**src/rtl/barret_pipe_reducer_if.sv**
```systemverilog
// barret_pipe_reducer_if: valid/ready stream bundle for the Barrett reducer
interface barret_pipe_reducer_if #(
   parameter int K     = 12,
   parameter int TAG_W = 4
);
   logic             in_valid;
   logic             in_ready;
   logic             in_mode;
   logic [2*K-1:0]   in_a;
   logic [K-1:0]     in_b;
   logic [TAG_W-1:0] in_tag;
   logic             out_valid;
   logic             out_ready;
   logic [K-1:0]     dout_r;
   logic [TAG_W-1:0] out_tag;
   logic             out_err;
   modport master (
      output in_valid, in_mode, in_a, in_b, in_tag, out_ready,
      input  in_ready, out_valid, dout_r, out_tag, out_err
   );
   modport slave (
      input  in_valid, in_mode, in_a, in_b, in_tag, out_ready,
      output in_ready, out_valid, dout_r, out_tag, out_err
   );
endinterface

```
**src/rtl/barret_pipe_reducer.sv**
```systemverilog
// barret_pipe_reducer: 4-stage pipelined Barrett reduction of a value or K x K product mod Q
module barret_pipe_reducer #(
   parameter int Q     = 2423,
   parameter int K     = 12,
   parameter int MU    = 6924,
   parameter int TAG_W = 4
) (
   input logic                  clk,
   input logic                  rst,
   input logic                  flush,
   barret_pipe_reducer_if.slave bus
);
   localparam int             W   = 2 * K;
   localparam logic [K-1:0]   QK  = K'(Q);
   localparam logic [K+1:0]   Q1  = (K + 2)'(Q);
   localparam logic [K+1:0]   Q2  = (K + 2)'(2 * Q);
   localparam logic [W+1:0]   MUW = (W + 2)'(MU);

   if (Q < 3 || Q % 2 == 0 || K != $clog2(Q) || MU != int'((64'd1 << W) / Q)) begin : g_param_chk
      $error("barret_pipe_reducer: Q/K/MU are inconsistent");
   end

   logic             v1_q, v2_q, v3_q, v4_q, v1_d, v2_d, v3_d, v4_d;
   logic             en1, en2, en3, en4;
   logic [W-1:0]     x1_q, x1_d;
   logic [K+1:0]     x2_q;
   logic [W+1:0]     p2_q, p2_d;
   logic [K+1:0]     qe, r3_q, r3_d;
   logic [K-1:0]     d4_q, d4_d;
   logic             e1_q, e1_d, e2_q, e3_q, e4_q;
   logic [TAG_W-1:0] t1_q, t2_q, t3_q, t4_q;

   // Remainder arithmetic only needs the low K+2 bits since R < 3Q < 2^(K+2).
   always_comb begin
      en4          = ~v4_q | bus.out_ready;
      en3          = ~v3_q | en4;
      en2          = ~v2_q | en3;
      en1          = ~v1_q | en2;
      bus.in_ready = en1 & ~flush;
      v1_d         = flush ? 1'b0 : en1 ? bus.in_valid : v1_q;
      v2_d         = flush ? 1'b0 : en2 ? v1_q : v2_q;
      v3_d         = flush ? 1'b0 : en3 ? v2_q : v3_q;
      v4_d         = flush ? 1'b0 : en4 ? v3_q : v4_q;
      x1_d         = bus.in_mode ? {{K{1'b0}}, bus.in_a[K-1:0]} * {{K{1'b0}}, bus.in_b} : bus.in_a;
      e1_d         = bus.in_mode & (bus.in_a[K-1:0] >= QK | bus.in_b >= QK);
      p2_d         = (W + 2)'(x1_q >> (K - 1)) * MUW;
      qe           = (K + 2)'(p2_q >> (K + 1));
      r3_d         = x2_q - qe * Q1;
      d4_d         = K'(r3_q >= Q2 ? r3_q - Q2 : r3_q >= Q1 ? r3_q - Q1 : r3_q);
   end

   always_ff @(posedge clk or posedge rst) begin
      if (rst) begin
         {v1_q, v2_q, v3_q, v4_q} <= '0;
         {e1_q, e2_q, e3_q, e4_q} <= '0;
         x1_q <= '0;
         x2_q <= '0;
         p2_q <= '0;
         r3_q <= '0;
         d4_q <= '0;
         t1_q <= '0;
         t2_q <= '0;
         t3_q <= '0;
         t4_q <= '0;
      end else begin
         v1_q <= v1_d;
         v2_q <= v2_d;
         v3_q <= v3_d;
         v4_q <= v4_d;
         if (en1) begin
            x1_q <= x1_d;
            e1_q <= e1_d;
            t1_q <= bus.in_tag;
         end
         if (en2) begin
            x2_q <= x1_q[K+1:0];
            p2_q <= p2_d;
            e2_q <= e1_q;
            t2_q <= t1_q;
         end
         if (en3) begin
            r3_q <= r3_d;
            e3_q <= e2_q;
            t3_q <= t2_q;
         end
         if (en4) begin
            d4_q <= d4_d;
            e4_q <= e3_q;
            t4_q <= t3_q;
         end
      end
   end

   assign bus.out_valid = v4_q;
   assign bus.dout_r    = d4_q;
   assign bus.out_tag   = t4_q;
   assign bus.out_err   = e4_q;
endmodule

```
**src/flat_wrapper.sv**
```systemverilog
// flat-port wrapper written by rule: the top's interface ports become plain ports
module barret_pipe_reducer_flat 
#(
   parameter int Q     = 2423,
   parameter int K     = 12,
   parameter int MU    = 6924,
   parameter int TAG_W = 4
)
  (clk, rst, flush, bus_in_valid, bus_in_mode, bus_in_a, bus_in_b, bus_in_tag, bus_out_ready, bus_in_ready, bus_out_valid, bus_dout_r, bus_out_tag, bus_out_err);
  barret_pipe_reducer_if #(.K(K), .TAG_W(TAG_W)) bus_i ();
  input logic clk;
  input logic rst;
  input logic flush;
  input wire logic [$bits(bus_i.in_valid)-1:0] bus_in_valid;
  input wire logic [$bits(bus_i.in_mode)-1:0] bus_in_mode;
  input wire logic [$bits(bus_i.in_a)-1:0] bus_in_a;
  input wire logic [$bits(bus_i.in_b)-1:0] bus_in_b;
  input wire logic [$bits(bus_i.in_tag)-1:0] bus_in_tag;
  input wire logic [$bits(bus_i.out_ready)-1:0] bus_out_ready;
  output wire logic [$bits(bus_i.in_ready)-1:0] bus_in_ready;
  output wire logic [$bits(bus_i.out_valid)-1:0] bus_out_valid;
  output wire logic [$bits(bus_i.dout_r)-1:0] bus_dout_r;
  output wire logic [$bits(bus_i.out_tag)-1:0] bus_out_tag;
  output wire logic [$bits(bus_i.out_err)-1:0] bus_out_err;
  assign bus_i.in_valid = bus_in_valid;
  assign bus_i.in_mode = bus_in_mode;
  assign bus_i.in_a = bus_in_a;
  assign bus_i.in_b = bus_in_b;
  assign bus_i.in_tag = bus_in_tag;
  assign bus_i.out_ready = bus_out_ready;
  assign bus_in_ready = bus_i.in_ready;
  assign bus_out_valid = bus_i.out_valid;
  assign bus_dout_r = bus_i.dout_r;
  assign bus_out_tag = bus_i.out_tag;
  assign bus_out_err = bus_i.out_err;
  barret_pipe_reducer #(.Q(Q), .K(K), .MU(MU), .TAG_W(TAG_W)) u_core (.clk(clk), .rst(rst), .flush(flush), .bus(bus_i));
endmodule
```
**config.mk**
```make
export PLATFORM = sky130hd
export DESIGN_NAME = barret_pipe_reducer_flat
export DESIGN_NICKNAME = d
export VERILOG_FILES = /design/src/rtl/barret_pipe_reducer_if.sv /design/src/rtl/barret_pipe_reducer.sv /design/src/flat_wrapper.sv
export SDC_FILE = /design/constraint.sdc
export NUM_CORES = 1
export LEC_CHECK = 0
export ABC_AREA = 1
export BUFFER_PORTS_ARGS = -buffer_cell sky130_fd_sc_hd__buf_2
export CAP_MARGIN = 15
export CORE_MARGIN = 2
export CORE_UTILIZATION = 65
export DETAILED_ROUTE_END_ITERATION = 6
export PLACE_DENSITY_LB_ADDON = 0.05
export SETUP_SLACK_MARGIN = 0.02
export SYNTH_ARGS = -nofsm -noshare
export SYNTH_HDL_FRONTEND = slang
export SYNTH_SLANG_ARGS = --single-unit
```
**constraint.sdc**
```tcl
create_clock -name clk -period 4.94 [get_ports clk]
set_input_delay 0.741 -clock clk [delete_from_list [all_inputs] [get_ports clk]]
set_output_delay 0.741 -clock clk [all_outputs]
set_load 0.01 [all_outputs]
```
==> summary.txt, run 1 <==
Status
  – Status: finished clean

Worst setup path
  – R2R setup slack: 250 ps
  – Slowest-stage cell, CP: fa_1
  – Worst r2r src: u_core.x1_q[13]
  – Worst-path maximum fanout: 9
  – Worst Path Buf+Inv: 4
  – Worst path required time: 5190 ps
  – Crit path largest cell delay: 560 ps
  – CP Capture Type: flop
  – Critical Path End: u_core.x1_q[19]
  – Worst Reg2Reg Path Length in Cells: 13
  – Worst r2r dst: u_core.p2_q[17]
  – Crit path cell chain: clkbuf_4, nand2_1, fa_1, fa_1, inv_1, fa_1, fa_1, inv_1, fa_1, inv_1, ha_4, nand2_1, nand2_2, a21oi_4, nor2_1, nor2_1, nand2_1, nand2_1, nand3_1, nand2_1, nand2_1
  – Crit path from: bus_in_b[4]
  – Setup CP Type: input port to flop
  – WP depth: 21
  – Worst Path Arrival: ~5000 ps
  – Startpoint type of the worst setup path: input port
  – Critical path's most frequent cell: nand2_1
  – CP top delay family: adder cells

Hold path
  – Path type of the worst min-delay path: flop to flop

Job
  – Number of max-cap violations: 0

Floorplan
  – Die area: about 25000 um^2
  – Core area: 23470 um^2
  – Ports: 65
  – Die height: 158.8 um
  – Die X: 158.8 um
  – Row count: 56
  – Initial Util: 66.33%

Yosys
  – Yosys reg bits: 101
  – Mapped Cells: about 2.1k
  – Seq/Total Area, Yosys: 16.23%
  – Average cell area after synthesis: 7.286 um^2
  – Syn Nets: 2559
  – Largest family of logic cells by synthesized area: adder cells
  – Post-synthesis mux area share: 0%
  – Yosys warns: 0
  – Adder-Cell Fraction of Synth Area: about two fifths
  – Compound-Gate Fraction of Synth Area: 5.641%
  – Simple-Gate Fraction of Synth Area: 24.57%
  – Mapped cell area: 15570 um^2
  – Netlist cell types: 37
  – XOR/XNOR Fraction of Synth Area: 1.463%

STA
  – Tmin final: 4724 ps
  – F_max: 211.7 MHz
  – Relative slew slack: 36.57%
  – RSZ-0062 raised after global routing: true
  – Fin crit share: approximately 96%
  – Clock Skew: roughly 21 ps
  – Worst-margin pin slew: 951.4 ps
  – Final Max Slew Viols: 0
  – Fin Hold WS: ~470 ps
  – Final setup viols: 0
  – Final hold viol count: 0

Clocking
  – Setup bufs post-CTS: 0
  – Clock latency on the worst-skew pair: 370 ps
  – H-tree depth: 3
  – Clk sinks: 101
  – CTS Buf Count: 9
  – CTS tree: built
  – Worst-path clk slew: around 80 ps
  – CTS max path bufs: 2
  – Clock Tree Root: clkbuf_16

Final layout
  – Commonest non-fill, non-tap cell in the layout: nand2_1
  – P&R area growth vs syn: 9.893%
  – Nets: between 2k and 3k
  – ANT cells: 0
  – Fin cells: 2551
  – Filler cells: between 1.5k and 2k
  – Final instance area: 17110 um^2
  – Most frequent cells in the layout: nand2_1 (675), inv_1 (469), ha_1 (187)
  – Layout cells sized above 1: slightly above 9%

Detailed routing
  – Routed WL: 36810 um
  – 1st-iter DRT viols: 810
  – DRC viols: 0
  – Vias per cell: about 5.3
  – Routed Antenna Nets: 0
  – First-pass DRT Iterations: 5
  – Wire length per cell: 14.43 um
  – Via count: 13.40k

Global routing
  – GRT Util Overall: 30.14%
  – Vias in the first global route: around 13k
  – GR Overflow Total: 0
  – First-pass GRT wire length: 62730 um
  – Pin count of the biggest net entering global routing: 81
  – Initial antenna violation count: 1

Placed design
  – Gpl congestion: 0.9032
  – DP HPWL: 30720 um
  – Placed cell areas: about 17000 um^2
  – Port Buf Inserts: 64
  – Dpl cells: 2535
==> per-stage QoR <==
step           worst slack, ps  utilization (%)  TNS (ps)
3_3_place_gp            -220.2            70.62     -2310
6_report                 216.4            72.89         0
2_1_floorplan            42.01                -         0
5_1_grt                -0.8127            72.89   -0.8127
3_5_place_dp            -257.1            70.62     -2873
4_1_cts                  124.4            71.85         0
==> worst register-to-register path, delay by kind of cell, from the launching register on <==
kind	cells	cell delay, ps
xor+xnor	1	260
flops	1	480
compound gates	3	690
simple gates	1	110
fa+ha+maj	6	2910
buf+inv	2	110
==> Yosys cell counts (all sizes together) <==
library cell	instances	share of area, %
a21o	1	0.048
a21oi	62	2.0
a31o	2	0.11
a31oi	9	0.36
buf	23	0.88
clkbuf	32	0.77
clkinv	2	0.048
dfrtp	101	16
fa	180	23
ha	196	16
inv	476	11
nand2	686	17
nand3	109	3.5
nand3b	6	0.37
nand4	19	0.76
nor2	105	2.7
nor3	13	0.45
o211ai	1	0.048
o21a	14	0.68
o21ai	63	2.0
o21bai	7	0.34
o22ai	1	0.040
or2	3	0.12
xnor2	7	0.39
xor2	19	1.1
==> metal layers <==
metal	share of wire [%]	up-vias	GRT usage (%)	wire (um)
met5	0.019	-	0	7
met4	1.1	2	5.171	412
met3	4.6	42	4.154	1689
met2	50	312	52.60	18280
met1	45	6427	40.74	16420
li1	-	6617	-	-
==> sequential cells by signal, indices dropped and copies added (netlist names), 4 cells and up <==
signal,count
u_core.bus.dout_r,12
u_core.bus.out_tag,4
u_core.p2_q,13
u_core.r3_q,14
u_core.t1_q,4
u_core.t2_q,4
u_core.t3_q,4
u_core.x1_q,24
u_core.x2_q,14
==> final cells by class <==
cell class	count	area, um^2	share of cell area, %
timing repair buffer	134	888.4	5.192
sequential	101	2527	14.77
clock buffer	10	239.0	1.397
multi-input combinational	1503	11210	65.50
inverter	478	1799	10.52
tap	319	399.1	2.333
clock inverter	6	50.05	0.2925
==> worst min path at each step <==
| stage | cells after the start | endpoint | slack, ps | from |
|---|---|---|---|---|
| floorplan | 2 | u_core.bus.out_err | 440 | u_core.e3_q |
| global placement | 2 | u_core.t3_q[1] | 450 | u_core.t2_q[1] |
| detailed placement | 2 | u_core.t2_q[2] | 460 | u_core.t2_q[2] |
| CTS | 2 | u_core.t3_q[0] | 480 | u_core.t2_q[0] |
| global route | 2 | u_core.t3_q[0] | 490 | u_core.t2_q[0] |
| finish | 2 | u_core.t2_q[2] | 470 | u_core.t2_q[2] |
==> logic make-up (layout without fill, tap and decap cells) <==
logic type               count (synthesis)  count (layout)
AND/OR/NAND/NOR                        941             941
buffers and inverters                  533             628
adder cells (fa/ha/maj)                376             376
AO/OA/AOI/OAI                          160             160
flip-flops                             101             101
XOR/XNOR                                26              26
==> timing repair <==
action,4_1_cts,5_1_grt
resized for setup,0,52
endpoints found under the setup margin,0,15
hold buffers,0,0
hold endpoints to repair,0,0
Power of run 1 is left out: the tool's default activity adds up to more than one toggle a clock period on the data nets, which glitch-free logic cannot reach.
==> run 2: changes to the inputs <==
--- a/config.mk
+++ b/config.mk
@@ -11,7 +11,7 @@
 export CORE_MARGIN = 2
 export CORE_UTILIZATION = 65
 export DETAILED_ROUTE_END_ITERATION = 6
-export PLACE_DENSITY_LB_ADDON = 0.05
+export PLACE_DENSITY = 0.81
 export SETUP_SLACK_MARGIN = 0.02
 export SYNTH_ARGS = -nofsm -noshare
 export SYNTH_HDL_FRONTEND = slang
==> summary.txt, run 2 (synthesized netlist as in run 1, its figures left out) <==
Global routing
  – GR Overflow Total: 0 (unchanged)
  – Pin count of the biggest net entering global routing: 83 (+2.5%)
  – Vias in the first global route: 13.92k (+4.1%)
  – First-pass GRT wire length: 63270 um (+0.86%)
  – Initial antenna violation count: 3 (+2)
  – GRT Util Overall: 30.38% (+0.24 points)

Final layout
  – Layout cells sized above 1: 9.209% (-0.021 points)
  – Max reg flops: 24 (unchanged)
  – Area of the multi-input gates: 11170 um^2 (-0.37%)
  – P&R area growth vs syn: 9.659%
  – Final instance area: 17070 um^2 (-0.21%)
  – Commonest non-fill, non-tap cell in the layout: nand2_1
  – Largest registers: u_core.x1_q x24, u_core.r3_q x14, u_core.x2_q x14
  – Filler cells: 1922 (-2.1%)
  – Nets: 2654 (+0.19%)
  – Most frequent cells in the layout: nand2_1 (674), inv_1 (469), ha_1 (187)
  – Sequential cell area: 2529 um^2 (about the same)
  – Most flops, register: u_core.x1_q

Worst setup path
  – Startpoint type of the worst setup path: input port
  – CP Capture Type: flop
  – Setup CP Type: input port to flop
  – Worst Path Arrival: 5010 ps (+30 ps)
  – Worst path required time: 5190 ps (about the same)
  – Worst-path maximum fanout: 7 (-2)

Clocking
  – CTS Buf Count: 9 (unchanged)
  – Setup bufs post-CTS: 0 (unchanged)
  – Clock latency on the worst-skew pair: 360 ps (about the same)
  – Clk sinks: 101 (unchanged)
  – CTS tree: built
  – Clock Tree Root: clkbuf_16
  – Worst-path clk slew: 70 ps (about the same)
  – H-tree depth: 3 (unchanged)
  – CTS max path bufs: 2 (unchanged)

STA
  – F_max: 210.3 MHz (-0.64%)
  – Fin crit share: 96.24% (+0.62 points)
  – Final Max Slew Viols: 0 (unchanged)
  – Final hold viol count: 0 (unchanged)
  – Tmin final: 4754 ps (+30.47 ps)
  – Worst-margin pin slew: 976.2 ps (+24.76 ps)
  – Clock Skew: 9.776 ps (-11.37 ps)
  – Final setup viols: 0 (unchanged)
  – Relative slew slack: 34.92% (-1.7 points)
  – RSZ-0062 raised after global routing: true

Floorplan
  – Row count: 56 (unchanged)
  – Core area: 23470 um^2 (unchanged)
  – Die X: 158.8 um (unchanged)
  – Die height: 158.8 um (unchanged)
  – Ports: 65 (unchanged)
  – Die area: 25210 um^2 (unchanged)
  – Initial Util: 66.33% (unchanged)

Detailed routing
  – Routed WL: 36420 um (-1.1%)
  – Wire length per cell: 14.24 um (-1.3%)
  – First-pass DRT Iterations: 7 (+2)
  – Routed Antenna Nets: 0 (unchanged)
  – 1st-iter DRT viols: 924 (+14%)
  – Vias per cell: 5.274 (+0.40%)
  – Via count: 13.49k (+0.67%)
  – DRC viols: 0 (unchanged)

Placed design
  – Placed cell areas: 16600 um^2 (+0.15%)
  – Gpl congestion: 0.9370 (+3.7%)
  – DP HPWL: 30190 um (-1.7%)
  – Port Buf Inserts: 64 (unchanged)

Job
  – Number of max-cap violations: 0 (unchanged)

Status
  – Status: finished clean

Hold path
  – Path type of the worst min-delay path: flop to flop
-- run 2: stage by stage --
stage	setup TNS, ps	hold WS (ps)	util, %	worst slack, ps	instances
4_1_cts	0	473.7	71.87	75.35	2556
3_5_place_dp	-3166	455.3	70.72	-290.1	2540
5_1_grt	-27.23	480.8	72.73	-24.81	2557
3_3_place_gp	-2255	452.0	70.72	-237.1	2540
2_1_floorplan	0	442.2	-	42.01	2137
6_report	0	468.1	72.74	186.0	2558
-- run 2: critical path: stages --
cell	delay, ps
buf_2	160
buf_4	160
buf_4	140
nand2_1	60
inv_1	40
fa_1	450
ha_1	240
fa_1	530
inv_1	50
fa_1	510
fa_1	570
inv_1	50
ha_1	350
nand2_1	120
nand2_1	60
nand2_1	60
nand2_1	70
o21bai_1	220
nand2_1	120
nand2_1	50
nand2_1	50
nand3_1	60
nand2_1	80
nand2_1	40
-- run 2: timing repair --
action                     CTS  global route
resized for setup            0            46
hold buffers                 0             0
setup endpoints to repair    0            16
-- run 2: cell type report --
| class | instances | area share [%] |
|---|---|---|
| diodes | 2 | 0.02931 |
| clock buffers | 11 | 1.363 |
| clock inverters | 5 | 0.2052 |
| inverters | 478 | 10.54 |
| multi-input cells | 1503 | 65.40 |
| flip-flops and latches | 101 | 14.81 |
| well taps | 319 | 2.338 |
| repair buffers | 139 | 5.320 |
-- run 2: final timing paths --
kind	depth (start not counted)	slack, ps	end	from
max in group asynchronous	3	3450	u_core.x1_q[22]	rst
hold reg to reg	2	470	u_core.t3_q[3]	u_core.t2_q[3]
min in group asynchronous	2	600	u_core.bus.out_tag[3]	rst
setup reg to reg	17	300	u_core.r3_q[8]	u_core.p2_q[20]
setup / recovery	24	190	u_core.x1_q[18]	bus_in_b[3]
hold / removal	2	470	u_core.t3_q[3]	u_core.t2_q[3]
-- run 2: routing by layer --
metal	share of wire (%)	track usage, %	vias to the layer above
met5	0.019	0	-
met4	2.3	8.757	2
met3	4.6	4.023	69
met2	50	53.24	329
met1	43	39.58	6481
li1	-	-	6609
Power of run 2 is left out for the same reason.
